**src/rtl/meter_pkg.sv**
```systemverilog
// Shared definitions for the period meter.
//   meter_state_t : measurement state
//     IDLE - no reference rising edge has been seen yet
//     MEAS - a reference rising edge has been seen; the next rise closes a period
package meter_pkg;

  typedef enum logic {
    IDLE = 1'b0,
    MEAS = 1'b1
  } meter_state_t;

endpackage

```
**src/rtl/sync_edge.sv**
```systemverilog
// Three-flop synchronizer with rising/falling edge detection for a slow
// asynchronous input. Reusable for buttons, switches and tick inputs.
// Ports:
//   refclk : clock
//   reset  : synchronous, active-high reset
//   d      : asynchronous input
//   rise   : one-cycle strobe, synchronized input went 0 -> 1
//   fall   : one-cycle strobe, synchronized input went 1 -> 0
module sync_edge (
  input  logic refclk,
  input  logic reset,
  input  logic d,
  output logic rise,
  output logic fall
);

  // sync_reg[0] is the metastability catcher; edges are detected between
  // stages 1 and 2 so that only settled values feed the detector.
  logic [2:0] sync_reg;

  always_ff @(posedge refclk) begin
    if (reset) begin
      sync_reg <= 3'b000;
    end else begin
      sync_reg <= {sync_reg[1:0], d};
    end
  end

  assign rise = sync_reg[1] & ~sync_reg[2];
  assign fall = ~sync_reg[1] & sync_reg[2];

endmodule

```
**src/rtl/period_meter.sv**
```systemverilog
// Measures period and high time of a slow asynchronous square wave in
// refclk cycles, and flags a timeout when the input stops toggling.
// Parameters:
//   W       : counter/result width
//   TIMEOUT : cycles without a rise before timeout (2 <= TIMEOUT < 2^W)
// Ports:
//   refclk    : clock
//   reset     : synchronous, active-high reset
//   sig_in    : asynchronous input under measurement
//   period    : cycles between the last two rising edges
//   high_time : cycles sig_in was high within that period
//   valid     : one-cycle pulse when period/high_time update
//   locked    : a full period has been measured since reset/timeout
//   timeout   : sticky, no rise within TIMEOUT cycles
module period_meter
  import meter_pkg::*;
#(
  parameter int              W       = 32,
  parameter longint unsigned TIMEOUT = 100000000
) (
  input  logic         refclk,
  input  logic         reset,
  input  logic         sig_in,
  output logic [W-1:0] period,
  output logic [W-1:0] high_time,
  output logic         valid,
  output logic         locked,
  output logic         timeout
);

  localparam logic [W-1:0] CNT_LAST = W'(TIMEOUT - 1);

  logic rise;
  logic fall;

  sync_edge u_sync_edge (
    .refclk (refclk),
    .reset  (reset),
    .d      (sig_in),
    .rise   (rise),
    .fall   (fall)
  );

  meter_state_t state_reg;
  meter_state_t state_next;

  logic [W-1:0] cnt_reg;
  logic [W-1:0] cnt_next;
  logic [W-1:0] cnt_plus1;
  logic [W-1:0] hpend_reg;
  logic         seen_fall_reg;
  logic [W-1:0] period_reg;
  logic [W-1:0] high_time_reg;
  logic         valid_reg;
  logic         locked_reg;
  logic         timeout_reg;

  logic cnt_at_last;
  logic arm_hit;      // reference rise while idle
  logic meas_hit;     // rise closing a measured period
  logic fall_hit;     // fall inside a measurement
  logic timeout_hit;  // counter expired without a rise (rise has priority)

  assign cnt_at_last = (cnt_reg == CNT_LAST);
  assign cnt_plus1   = cnt_reg + W'(1);

  // ---------------- state register ----------------
  always_ff @(posedge refclk) begin
    if (reset) begin
      state_reg <= IDLE;
    end else begin
      state_reg <= state_next;
    end
  end

  // ---------------- next-state logic ----------------
  always_comb begin
    state_next = state_reg;
    if (rise) begin
      state_next = MEAS;
    end else if (cnt_at_last) begin
      state_next = IDLE;
    end
  end

  // ---------------- output/strobe decode ----------------
  always_comb begin
    arm_hit     = 1'b0;
    meas_hit    = 1'b0;
    fall_hit    = 1'b0;
    timeout_hit = 1'b0;
    if (rise) begin
      if (state_reg == MEAS) begin
        meas_hit = 1'b1;
      end else begin
        arm_hit = 1'b1;
      end
    end else begin
      if (fall && (state_reg == MEAS)) begin
        fall_hit = 1'b1;
      end
      timeout_hit = cnt_at_last;
    end
  end

  // The counter saturates at CNT_LAST once expired; the timeout condition
  // then simply re-asserts each cycle, which is harmless because the flags
  // it sets are already set.
  always_comb begin
    cnt_next = cnt_plus1;
    if (rise) begin
      cnt_next = '0;
    end else if (cnt_at_last) begin
      cnt_next = cnt_reg;
    end
  end

  // ---------------- datapath ----------------
  always_ff @(posedge refclk) begin
    if (reset) begin
      cnt_reg       <= '0;
      hpend_reg     <= '0;
      seen_fall_reg <= 1'b0;
      period_reg    <= '0;
      high_time_reg <= '0;
      valid_reg     <= 1'b0;
      locked_reg    <= 1'b0;
      timeout_reg   <= 1'b0;
    end else begin
      cnt_reg   <= cnt_next;
      valid_reg <= meas_hit;

      if (arm_hit) begin
        hpend_reg     <= '0;
        seen_fall_reg <= 1'b0;
      end else if (meas_hit) begin
        seen_fall_reg <= 1'b0;
      end else if (fall_hit) begin
        hpend_reg     <= cnt_plus1;
        seen_fall_reg <= 1'b1;
      end

      if (meas_hit) begin
        period_reg    <= cnt_plus1;
        // No fall seen means the input stayed high for the whole period.
        high_time_reg <= seen_fall_reg ? hpend_reg : cnt_plus1;
        locked_reg    <= 1'b1;
        timeout_reg   <= 1'b0;
      end else if (timeout_hit) begin
        locked_reg  <= 1'b0;
        timeout_reg <= 1'b1;
      end
    end
  end

  assign period    = period_reg;
  assign high_time = high_time_reg;
  assign valid     = valid_reg;
  assign locked    = locked_reg;
  assign timeout   = timeout_reg;

endmodule
```
**config.mk**
```make
export PLATFORM = sky130hd
export DESIGN_NAME = period_meter
export DESIGN_NICKNAME = d
export VERILOG_FILES = /design/src/rtl/meter_pkg.sv /design/src/rtl/sync_edge.sv /design/src/rtl/period_meter.sv
export SDC_FILE = /design/constraint.sdc
export NUM_CORES = 1
export LEC_CHECK = 0
export CAP_MARGIN = 20
export CORE_MARGIN = 1.5
export CORE_UTILIZATION = 25
export CTS_CLUSTER_DIAMETER = 60
export DETAILED_ROUTE_END_ITERATION = 8
export HOLD_SLACK_MARGIN = 0.08
export PLACE_DENSITY_LB_ADDON = 0.1
export SYNTH_ARGS = -nofsm -noshare
export SYNTH_HDL_FRONTEND = slang
export SYNTH_SLANG_ARGS = --single-unit
```
**constraint.sdc**
```tcl
create_clock -name refclk -period 2.6 [get_ports refclk]
set_input_delay 0.52 -clock refclk [delete_from_list [all_inputs] [get_ports refclk]]
set_output_delay 0.52 -clock refclk [all_outputs]
set_load 0.01 [all_outputs]
```
==> metrics <==
outcome finished, final reports clean; Worst R2R Start cnt_reg[0]$_SDFFE_PP0N_; Cell Count Post-Placement between 800 and 900; drt first pass iters 4; #FFs+latches synth roughly 140; cell area after synthesis about 5200 um2; gate family responsible for the most delay along the worst path simple AND/OR/NAND/NOR gates; MaxCap Viol Count 0; GR met1 Demand/Resource 0.176; Synth Warn # 0; GR Util All Layers 0.138; remaining max-slew budget at the tightest pin 0.557; drt total wl between 10 and 15 mm; worst clock skew between 0.01 and 0.015 ns; count of buffers inserted at the top-level ports 69; maximum fanout count along the critical path 5; routed length per instance about 15 um; number of enable-type register cells in the synthesized netlist 0; final number of max-transition violations 0; power per standard cell area between 600 and 700 nW/um2; post-route DRC violation count 0; multiplexer fraction of the synthesized cell area 0.0210; synthesized-area fraction occupied by ao, oa, aoi and oai cells 0.165; number of CTS-inserted buffers 17; required arrival time at the worst endpoint approximately 2.9 ns; clock root buffer clkbuf_16; starting density of the core 0.257; maximum number of pins on one net before global-route repair 65; Cell variety after synth between 40 and 50; data arrival time of the worst path 2.43 ns; CP bufs+invs 0; Max Freq 0.464 GHz; Synth Flop Type dfxtp_1; vias in the first global route between 4000 and 5000; CTS Buffer Depth 2; type of the most critical hold path flop to flop; clock latency on the worst-skew pair around 0.42 ns; minimum clock period after layout 2.15 ns; critical-path cell list ha_1, nand2_1, nor4_1, nand3_1, xor2_1, o21ai_0; Worst IR Drop VDD 0.000372 V; CTS hold repair buffers 0; Syn-to-layout area delta 31.3%; synthesized-area fraction occupied by and/or/nand/nor cells 0.208; Critical-path top delay cell nor4_1; Cells after Synth about 570; vias per cell approximately 4.6; horizontal die dimension between 100 and 150 um; sequential fraction of the synthesis area 0.519; number of nets with antenna violations after detailed routing 0; CTS tree done; largest family of logic cells by synthesized area simple AND/OR/NAND/NOR gates; met3 routing resource usage after global routing 0.0392; Avg Cell Area, Syn ~9 um2; Starting DRT DRC Count 188; xor-xnor portion of the synthesized cell area 0.0484; dpl hpwl around 9.4 mm; post-synthesis net count 576; ys async rst share 0; vias after detailed routing 4223; NumNets Final ~640; Clock transition at path regs 0.06 ns; area fraction of the dominant cell type after synthesis 0.519; cell type with the largest total area after synthesis dfxtp_1; fin cells between 900 and 1000; CTS H-tree depth 4; total overflow reported by the global router 0; Final Instance Area around 6900 um2; Fin. Hold Viols 0; placer congestion estimate 0.735; startpoint of the most critical hold path u_sync_edge.sync_reg[0]$_SDFF_PP0_; origin of the worst setup path cnt_reg[0]$_SDFFE_PP0N_; Final Util 0.337; transition time at the pin with the least slew margin ~0.66 ns; setup repair bufs after CTS 0; met2 Track Usage GR 0.226; instance area at placement between 6000 and 7000 um2; setup repair after global routing missed its margin no; startpoint kind of the worst setup timing path flop; top cells by area, synth dfxtp_1 52%, o21ai_0 5.3%, nor2_1 5.1%; portion of the clock cycle consumed by the worst path in the final layout 0.829; antenna violations before repair 0; IO Count 70; Core Rows 52; leading cell types in the layout, fill and taps excluded 135 x dfxtp_1, 71 x nor2_1, 69 x clkdlybuf4s50_1; die height between 100 and 150 um; sum of negative setup slack 0 ns; wire length of the first global-routing pass 23.2 mm; CTS sink count ~140; Setup violations, final 0; nature of the critical path endpoint flop; diode count 0; adder-cell share of the synthesized area 0.00239; most heavily used metal layer in global routing met2; Resized Gates After CTS 0; Core ar. about 20000 um2; max incr delay on CP just over 0.5 ns; area enclosed by the die boundary 21900 um2; reported leakage power roughly 2.4 nW; crit path kind flop to flop; fraction of layout instances using a drive strength above 1 0.102; most common cell after layout, fill and taps aside dfxtp_1
[cell type report]
type                    count  area (um2)
fillers                  2155       13500
flip-flops and latches    136        2720
multi-input cells         390        2350
repair buffers             84         828
clock buffers              17         425
well taps                 270         338
clock inverters            15         200
inverters                   5        18.8
[cell families after synthesis]
group / after synthesis
simple gates: 217
buf+inv: 46
flops: 136
fa+ha+maj: 1
compound gates: 132
xor+xnor: 29
mux: 11
[metrics by stage]
step	total power [mW]	hold WS (ns)	setup WS, ns
4_1_cts	4.84	0.439	0.417
3_3_place_gp	2.26	0.432	0.448
3_5_place_dp	2.26	0.424	0.427
2_1_floorplan	2.21	0.414	0.769
6_report	4.77	0.436	0.446
5_1_grt	4.95	0.454	0.236
[synthesized netlist by cell type (all sizes together), types with 5 or more instances]
| cell type | count |
|---|---|
| inv | 5 |
| a22o | 7 |
| clkbuf | 34 |
| a32oi | 19 |
| nand2 | 63 |
| a211oi | 31 |
| xnor2 | 12 |
| mux2i | 11 |
| o21ai | 57 |
| buf | 7 |
| xor2 | 17 |
| nor3 | 13 |
| nor2b | 5 |
| nand3 | 14 |
| dfxtp | 136 |
| nor2 | 72 |
| nor3b | 10 |
| a21oi | 13 |
| nor4 | 11 |
| nand4 | 12 |
[report_power, final]
| part | internal [mW] | switching, mW |
|---|---|---|
| logic | 0.0316 | 0.0741 |
| registers | 2.09 | 0.00995 |
| clock network | 1.61 | 0.951 |
[layer usage]
metal,share of wire,vias to the layer above
met5,0,-
met4,0.011,0
met3,0.036,12
met2,0.48,75
met1,0.47,1976
li1,-,2160
[worst paths after layout]
| check | end | slack (ns) | depth (start not counted) |
|---|---|---|---|
| worst max-delay path | period[28]$_SDFFE_PP0P_ | 0.45 | 6 |
| worst min-delay path | u_sync_edge.sync_reg[1]$_SDFF_PP0_ | 0.44 | 1 |
| worst min register to register | u_sync_edge.sync_reg[1]$_SDFF_PP0_ | 0.44 | 1 |
| worst max register to register | period[28]$_SDFFE_PP0P_ | 0.45 | 6 |
No activity file was read; power rests on OpenSTA's default activity.
